--- src/rtl/serial_subtractor.sv ---
// -----------------------------------------------------------------------------
// serial_subtractor
//
// Bit-serial unsigned subtractor. One operand set (a, b, bin) is accepted per
// transaction. The difference is then formed one bit per clock, LSB first,
// through a single-bit full subtractor. The result (diff, bout) is presented
// until the consumer takes it.
//
// Handshake: a transfer happens on a rising clk edge where valid && ready.
// Input side: in_valid/in_ready, where in_ready is high only when idle.
// Output side: out_valid/out_ready. diff and bout are held stable while
// out_valid && !out_ready.
//
// Parameters:
//   WIDTH      operand/result width in bits, 2..64
//
// Ports:
//   clk        clock, all state changes on the rising edge
//   rst        asynchronous active-high reset
//   in_valid   operand set present on a/b/bin
//   in_ready   block idle, operands accepted on this edge if in_valid
//   a          minuend (unsigned)
//   b          subtrahend (unsigned)
//   bin        borrow-in
//   out_valid  diff/bout valid
//   out_ready  consumer accepts the result
//   diff       (a - b - bin) mod 2^WIDTH
//   bout       borrow-out, 1 when a < b + bin
//   busy       high while bits are being processed
// -----------------------------------------------------------------------------
module serial_subtractor #(
   parameter int WIDTH = 8
) (
   input  logic             clk,
   input  logic             rst,
   input  logic             in_valid,
   output logic             in_ready,
   input  logic [WIDTH-1:0] a,
   input  logic [WIDTH-1:0] b,
   input  logic             bin,
   output logic             out_valid,
   input  logic             out_ready,
   output logic [WIDTH-1:0] diff,
   output logic             bout,
   output logic             busy
);

   localparam int CNT_W = $clog2(WIDTH);
   localparam logic [CNT_W-1:0] LAST_BIT = CNT_W'(WIDTH - 1);

   typedef enum logic [1:0] {
      ST_IDLE  = 2'd0,
      ST_SHIFT = 2'd1,
      ST_DONE  = 2'd2
   } state_t;

   state_t           state_q,     state_d;
   logic [WIDTH-1:0] a_sh_q,      a_sh_d;
   logic [WIDTH-1:0] b_sh_q,      b_sh_d;
   logic             br_q,        br_d;
   logic [CNT_W-1:0] cnt_q,       cnt_d;
   logic [WIDTH-1:0] diff_q,      diff_d;
   logic             bout_q,      bout_d;
   logic             in_ready_q,  in_ready_d;
   logic             out_valid_q, out_valid_d;
   logic             busy_q,      busy_d;

   // Single-bit full subtractor on the current LSBs and the running borrow.
   logic a0, b0, d_bit, br_next;

   always_comb begin
      a0      = a_sh_q[0];
      b0      = b_sh_q[0];
      d_bit   = a0 ^ b0 ^ br_q;
      br_next = (~a0 & b0) | (~(a0 ^ b0) & br_q);
   end

   always_comb begin
      state_d = state_q;
      a_sh_d  = a_sh_q;
      b_sh_d  = b_sh_q;
      br_d    = br_q;
      cnt_d   = cnt_q;
      diff_d  = diff_q;
      bout_d  = bout_q;

      case (state_q)
         ST_IDLE: begin
            // in_ready is high exactly in this state, so in_valid alone
            // completes the input handshake.
            if (in_valid) begin
               a_sh_d  = a;
               b_sh_d  = b;
               br_d    = bin;
               cnt_d   = '0;
               state_d = ST_SHIFT;
            end
         end

         ST_SHIFT: begin
            a_sh_d = {1'b0, a_sh_q[WIDTH-1:1]};
            b_sh_d = {1'b0, b_sh_q[WIDTH-1:1]};
            br_d   = br_next;
            // New bits enter at the MSB end. After WIDTH shifts, the first
            // (LSB) result bit has walked down to position 0.
            diff_d = {d_bit, diff_q[WIDTH-1:1]};
            cnt_d  = cnt_q + CNT_W'(1);
            if (cnt_q == LAST_BIT) begin
               bout_d  = br_next;
               cnt_d   = '0;
               state_d = ST_DONE;
            end
         end

         ST_DONE: begin
            // Returning to IDLE here means no new operand can be taken on
            // the same edge that the result is consumed.
            if (out_ready) begin
               state_d = ST_IDLE;
            end
         end

         default: begin
            state_d = ST_IDLE;
         end
      endcase

      // Status outputs are registered copies of the next state, so each is
      // exactly aligned with the state it reports.
      in_ready_d  = (state_d == ST_IDLE);
      busy_d      = (state_d == ST_SHIFT);
      out_valid_d = (state_d == ST_DONE);
   end

   always_ff @(posedge clk or posedge rst) begin
      if (rst) begin
         state_q     <= ST_IDLE;
         a_sh_q      <= '0;
         b_sh_q      <= '0;
         br_q        <= 1'b0;
         cnt_q       <= '0;
         diff_q      <= '0;
         bout_q      <= 1'b0;
         in_ready_q  <= 1'b1;
         out_valid_q <= 1'b0;
         busy_q      <= 1'b0;
      end else begin
         state_q     <= state_d;
         a_sh_q      <= a_sh_d;
         b_sh_q      <= b_sh_d;
         br_q        <= br_d;
         cnt_q       <= cnt_d;
         diff_q      <= diff_d;
         bout_q      <= bout_d;
         in_ready_q  <= in_ready_d;
         out_valid_q <= out_valid_d;
         busy_q      <= busy_d;
      end
   end

   assign in_ready  = in_ready_q;
   assign out_valid = out_valid_q;
   assign busy      = busy_q;
   assign diff      = diff_q;
   assign bout      = bout_q;

endmodule

--- config.mk ---
export PLATFORM = sky130hd
export DESIGN_NAME = serial_subtractor
export DESIGN_NICKNAME = d
export VERILOG_FILES = /design/src/rtl/serial_subtractor.sv
export SDC_FILE = /design/constraint.sdc
export NUM_CORES = 1
export LEC_CHECK = 0
export CAP_MARGIN = 20
export CORE_ASPECT_RATIO = 1.2
export CORE_MARGIN = 2
export CORE_UTILIZATION = 50
export CTS_CLUSTER_SIZE = 25
export DETAILED_ROUTE_END_ITERATION = 6
export DONT_BUFFER_PORTS = 1
export GPL_TIMING_DRIVEN = 0
export PLACE_DENSITY = 0.7
export SYNTH_ARGS = -nofsm -noshare
export SYNTH_HDL_FRONTEND = slang
export SYNTH_SLANG_ARGS = --single-unit
--- constraint.sdc ---
create_clock -name clk -period 1.3 [get_ports clk]
set_input_delay 0.39 -clock clk [delete_from_list [all_inputs] [get_ports clk]]
set_output_delay 0.39 -clock clk [all_outputs]
set_load 0.03 [all_outputs]
# [Word-level counts from Yosys, hierarchy flattened]
# Cells that the tools add are included.
[word_totals] in_bits=21 out_inout_bits=12 reg_bits=34 wordCells=42
[op_classes] eq_ne=6 n_reduce_logical=5 muxes=13 n_addsub=1 bitwise=7
[ops] cell="$pmux W8 S2" n=2
[ops] cell="$mux W8" n=2
[ops] cell="$mux W2" n=3
[ops] cell="$mux W3" n=2
[ops] cell="$pmux W2 S3" n=1
[ops] cell="$pmux W3 S2" n=1
[ops] cell="$eq A2 B1 Y1 const B" n=2
[ops] cell="$eq A2 B2 Y1 const B" n=2
[ops] cell="$logic_not A2 Y1" n=2
[ops] cell="$reduce_and A2 Y1" n=2
[ops] cell="$add A3 B1 Y3 const B" n=1
[ops] cell="$eq A3 B3 Y1 const B" n=1
[ops] cell="$and A1 B1 Y1" n=2
[ops] cell="$ne A2 B2 Y1 const B" n=1
[ops] cell="$not A1 Y1" n=2
[ops] cell="$pmux W1 S2" n=1
[ops] cell="$reduce_bool A2 Y1" n=1
[ops] cell="$xor A1 B1 Y1" n=2
[ops] cell="$mux W1" n=1
[ops] cell="$or A1 B1 Y1" n=1

# [Logic depth before layout (Yosys ltp)]
[logic_depth] word_depth=5 ltp_mapped=4 ltp_nobuf=4

# [Worst setup path before layout]
# Ideal clock, no wire load.
[synth_timing] path_kind="reg-to-reg" startpoint="register cnt_q[0]" endpoint="register bout_q, in the netlist bout" synth_period_minus_slack_ns=1.303 arrival_ns=1.175 required_time_ns=1.172 path_slack_ns=-0.003 setup_ns=0.128 stages_incl_launch_ff=5 cell_sequence="dfrtp_1 -> ha_1 -> ha_1 -> nand3b_1 -> mux2_1"
[synth_between] elab_chain_len=2
[synth_rtl] item="start: declaration" line_no="61" text="logic [CNT_W-1:0] cnt_q, cnt_d;"
[synth_rtl] item="start signal: assignment" line_no="152" text="cnt_q <= cnt_d;"
[synth_rtl] item="$eq A3 B3 Y1" line_no="108" text="if (cnt_q == LAST_BIT) begin"
[synth_rtl] item="$reduce_and A2 Y1 (no line)"
[synth_rtl] item="end signal: assignment" line_no="154" text="bout_q <= bout_d;"
[synth_rtl] item="end: declaration" line_no="63" text="logic bout_q, bout_d;"
# Every way passes these cells.
# A chain may end at the register's enable or synchronous reset.

# [Worst setup path after layout]
[layout_timing] startpoint="register in_ready_q, in the netlist in_ready" endpoint="output in_ready"
[layout_rtl] item="start: declaration" line_no="64" text="logic in_ready_q, in_ready_d;"
[layout_rtl] item="start signal: assignment" line_no="155" text="in_ready_q <= in_ready_d;"
[layout_rtl] item="end: declaration" line_no="37" text="output logic in_ready,"
# No word-level cell between the ends.

==> results.json <==
{
  "overflow": 0,
  "die_w_um": 55.5,
  "yosys_register_bits": 34,
  "fmax_ghz": 0.741,
  "port_buffers": 0,
  "grt_pass1_wl_um": 5530,
  "grt_use_total_pct": 20.2,
  "avgSynthCellArea_um2": 11.7,
  "p_leak_nw": 0.841,
  "grt_pass1_vias": 1132,
  "ctsLongestPathBuffers": 2,
  "grt_setup_unrepaired": "yes",
  "vias": 1098,
  "htree_levels": 2,
  "synth_area_um2": 1590,
  "reg2reg_to": "bout",
  "drv_slew": 0,
  "cp.depth": 0,
  "ys_seq_area_share_pct": 53.5,
  "synth_cell_types": 23,
  "pwr_density_cell_nw_per_um2": 2480,
  "violations": "setup timing",
  "hold_viol": 0,
  "finalCritPeriodShare_pct": 104,
  "total_power_mw": 4.83,
  "layout_min_cycle_time_ns": 1.35,
  "setup_viol": 1,
  "multiInputGateArea_um2": 758,
  "finClkSkew_ns": 0.00516,
  "cts.sinks": 34,
  "die_area_um2": 3660,
  "rr_worst_depth": 4,
  "root_buffer": "clkbuf_4",
  "run_status": "complete, but fails checks",
  "grt_start_max_net_pins": 26,
  "drive_above_1_share_pct": 35.5,
  "peakVddDrop_mv": 1.61,
  "initial_core_util_pct": 52.1,
  "worst_pin_slew_ns": 0.467,
  "cts_buffers": 5,
  "antenna_cells": 0,
  "regArea_um2": 860,
  "antenna_found_initial": 0,
  "crit_arrival_ns": 0.96,
  "yosys_warnings": 0,
  "rrSetupSlack_ns": 0.02,
  "dpl.hpwl_um": 2190,
  "worst_setup_path_start_kind": "flop",
  "clkSlewWorstSetupHoldPaths_ns": 0.10,
  "cts_tree": "built",
  "drtAntennaViolNets": 0,
  "syn_inst": 136,
  "core_area_um2": 3060,
  "clock_latency_ns": 0.34,
  "num_rows": 22,
  "holdWs_ns": 0.185,
  "dr.pass1.iters": 5,
  "path_class": "flop to primary output",
  "critical_path.startpoint": "in_ready",
  "vias_per_cell": 5.84,
  "cp.required_ns": 0.91,
  "drt_iter0_markers": 15,
  "fp.dieH_um": 65.8,
  "relSlewSlack_pct": 68.8,
  "setup.worst_path.end": "in_ready",
  "critPathCaptureType": "primary output",
  "min_path_type": "input pin to flop",
  "place.gp.congestion": 0.767,
  "syn2layout_area_growth_pct": 22.5,
  "synth_nets": 160,
  "cap_violations": 0,
  "rr_startpoint": "cnt_q[1]",
  "avgRoutedWirePerCell_um": 17.6,
  "fillers": 254,
  "worstPathMaxFanout": 1,
  "setup_slack_ns": -0.0492,
  "wl_um": 3320,
  "finalNetCount": 175,
  "drc": 0,
  "pin_count": 33
}
==> synth_stat cells, drive strengths merged <==
| cell type | number | share of area (%) |
|---|---|---|
| dfrtp | 33 | 52 |
| inv | 17 | 4.0 |
| nor3b | 14 | 6.6 |
| a211oi | 10 | 4.7 |
| nor4b | 10 | 5.5 |
| mux2 | 8 | 5.7 |
| a22o | 7 | 3.8 |
| buf | 7 | 3.0 |
| nor2b | 6 | 2.4 |
| clkbuf | 4 | 0.94 |
| a221oi | 3 | 1.6 |
| nor2 | 3 | 0.71 |
| a21oi | 2 | 0.63 |
| a222oi | 2 | 1.3 |
| ha | 2 | 1.6 |
| nand2b | 2 | 0.79 |
| a21boi | 1 | 0.47 |
| dfstp | 1 | 1.6 |
| fa | 1 | 1.3 |
| mux2i | 1 | 0.63 |
| nand3b | 1 | 0.47 |
| o21bai | 1 | 0.47 |
==> cell type report <==
type,instances,area share [%]
Sequential cell,34,44.1
Multi-Input combinational cell,74,38.9
Timing Repair Buffer,9,4.81
Buffer,10,3.59
Inverter,17,3.27
Clock buffer,7,2.82
Tap cell,36,2.31
Clock inverter,1,0.257
==> registers in the layout, summed over array words and instances, names as in the netlist <==
signal,count
a_sh_q,8
b_sh_q,8
diff,8
cnt_q,3
state_q,2
bout,1
br_q,1
busy,1
in_ready,1
out_valid,1
==> placed cells by master (no fill, tap or decap), types with 2 or more instances in the layout <==
| master | synthesis | routed |
|---|---|---|
| nor2b_1 | 6 | 5 |
| a22o_1 | 7 | 7 |
| inv_1 | 17 | 17 |
| nor3b_1 | 14 | 12 |
| buf_4 | 0 | 9 |
| buf_6 | 2 | 2 |
| nand2b_1 | 2 | 2 |
| nor4b_2 | 0 | 8 |
| nor3b_2 | 0 | 2 |
| a211oi_2 | 0 | 5 |
| clkbuf_2 | 0 | 2 |
| a222oi_1 | 2 | 2 |
| a21oi_1 | 2 | 2 |
| nor2_1 | 3 | 2 |
| mux2_1 | 8 | 7 |
| a211oi_1 | 10 | 5 |
| dfrtp_2 | 0 | 6 |
| a221oi_1 | 3 | 2 |
| clkbuf_4 | 0 | 6 |
| clkbuf_1 | 4 | 3 |
| dfrtp_1 | 33 | 27 |
==> through the flow <==
step	instances	utilization (%)	setup TNS (ns)	cell area (µm²)	worst slack, ns
after global placement	172	53.7	-5.26	1640	-0.160
after floorplan	136	-	0	1600	0.0318
after global routing	188	63.8	-0.305	1950	-0.0861
after CTS	182	57.9	-0.0670	1770	-0.0629
final	188	63.8	-0.0492	1950	-0.0492
after detailed placement	173	54.6	-0.0639	1670	-0.0374
==> where the power goes <==
part,total [mW],switching [mW],internal [mW]
clock,0.604,0.343,0.262
combinational,1.97,0.948,1.03
sequential,2.26,0.675,1.58
==> logic make-up (layout without fill, tap and decap cells) <==
group	count (synthesis)	count (layout)	share of synthesized area, %
compound gates	26	26	13.0
fa+ha+maj	3	3	2.83
buf+inv	28	44	7.93
flops	34	34	53.5
mux	9	9	6.28
simple gates	36	36	16.4
==> metal layers <==
layer | track usage, % | routed length, µm | vias to the layer above
li1 | - | - | 514
met1 | 25.0 | 1320 | 553
met2 | 32.6 | 1760 | 25
met3 | 6.85 | 174 | 6
met4 | 8.23 | 63 | 0
met5 | 0 | 0 | -
==> worst min path at each step <==
stage,start,to,slack (ns),depth (start not counted)
3_3_place_gp,cnt_q[1],cnt_q[1],0.49,1
5_1_grt,a[7],a_sh_q[7],0.19,1
4_1_cts,b[7],b_sh_q[7],0.17,1
3_5_place_dp,rst,out_valid,0.32,1
6_report,a[7],a_sh_q[7],0.18,1
2_1_floorplan,cnt_q[1],cnt_q[1],0.47,1
==> repair_timing <==
item | in CTS | in global routing
pin swaps | 0 | 3
setup buffers | 1 | 4
resized for setup | 7 | 40
hold endpoints to repair | 8 | 0
endpoints found under the setup margin | 6 | 31
cloned | 0 | 2
hold buffers | 1 | 0
No activity file was read; power rests on OpenSTA's default activity.
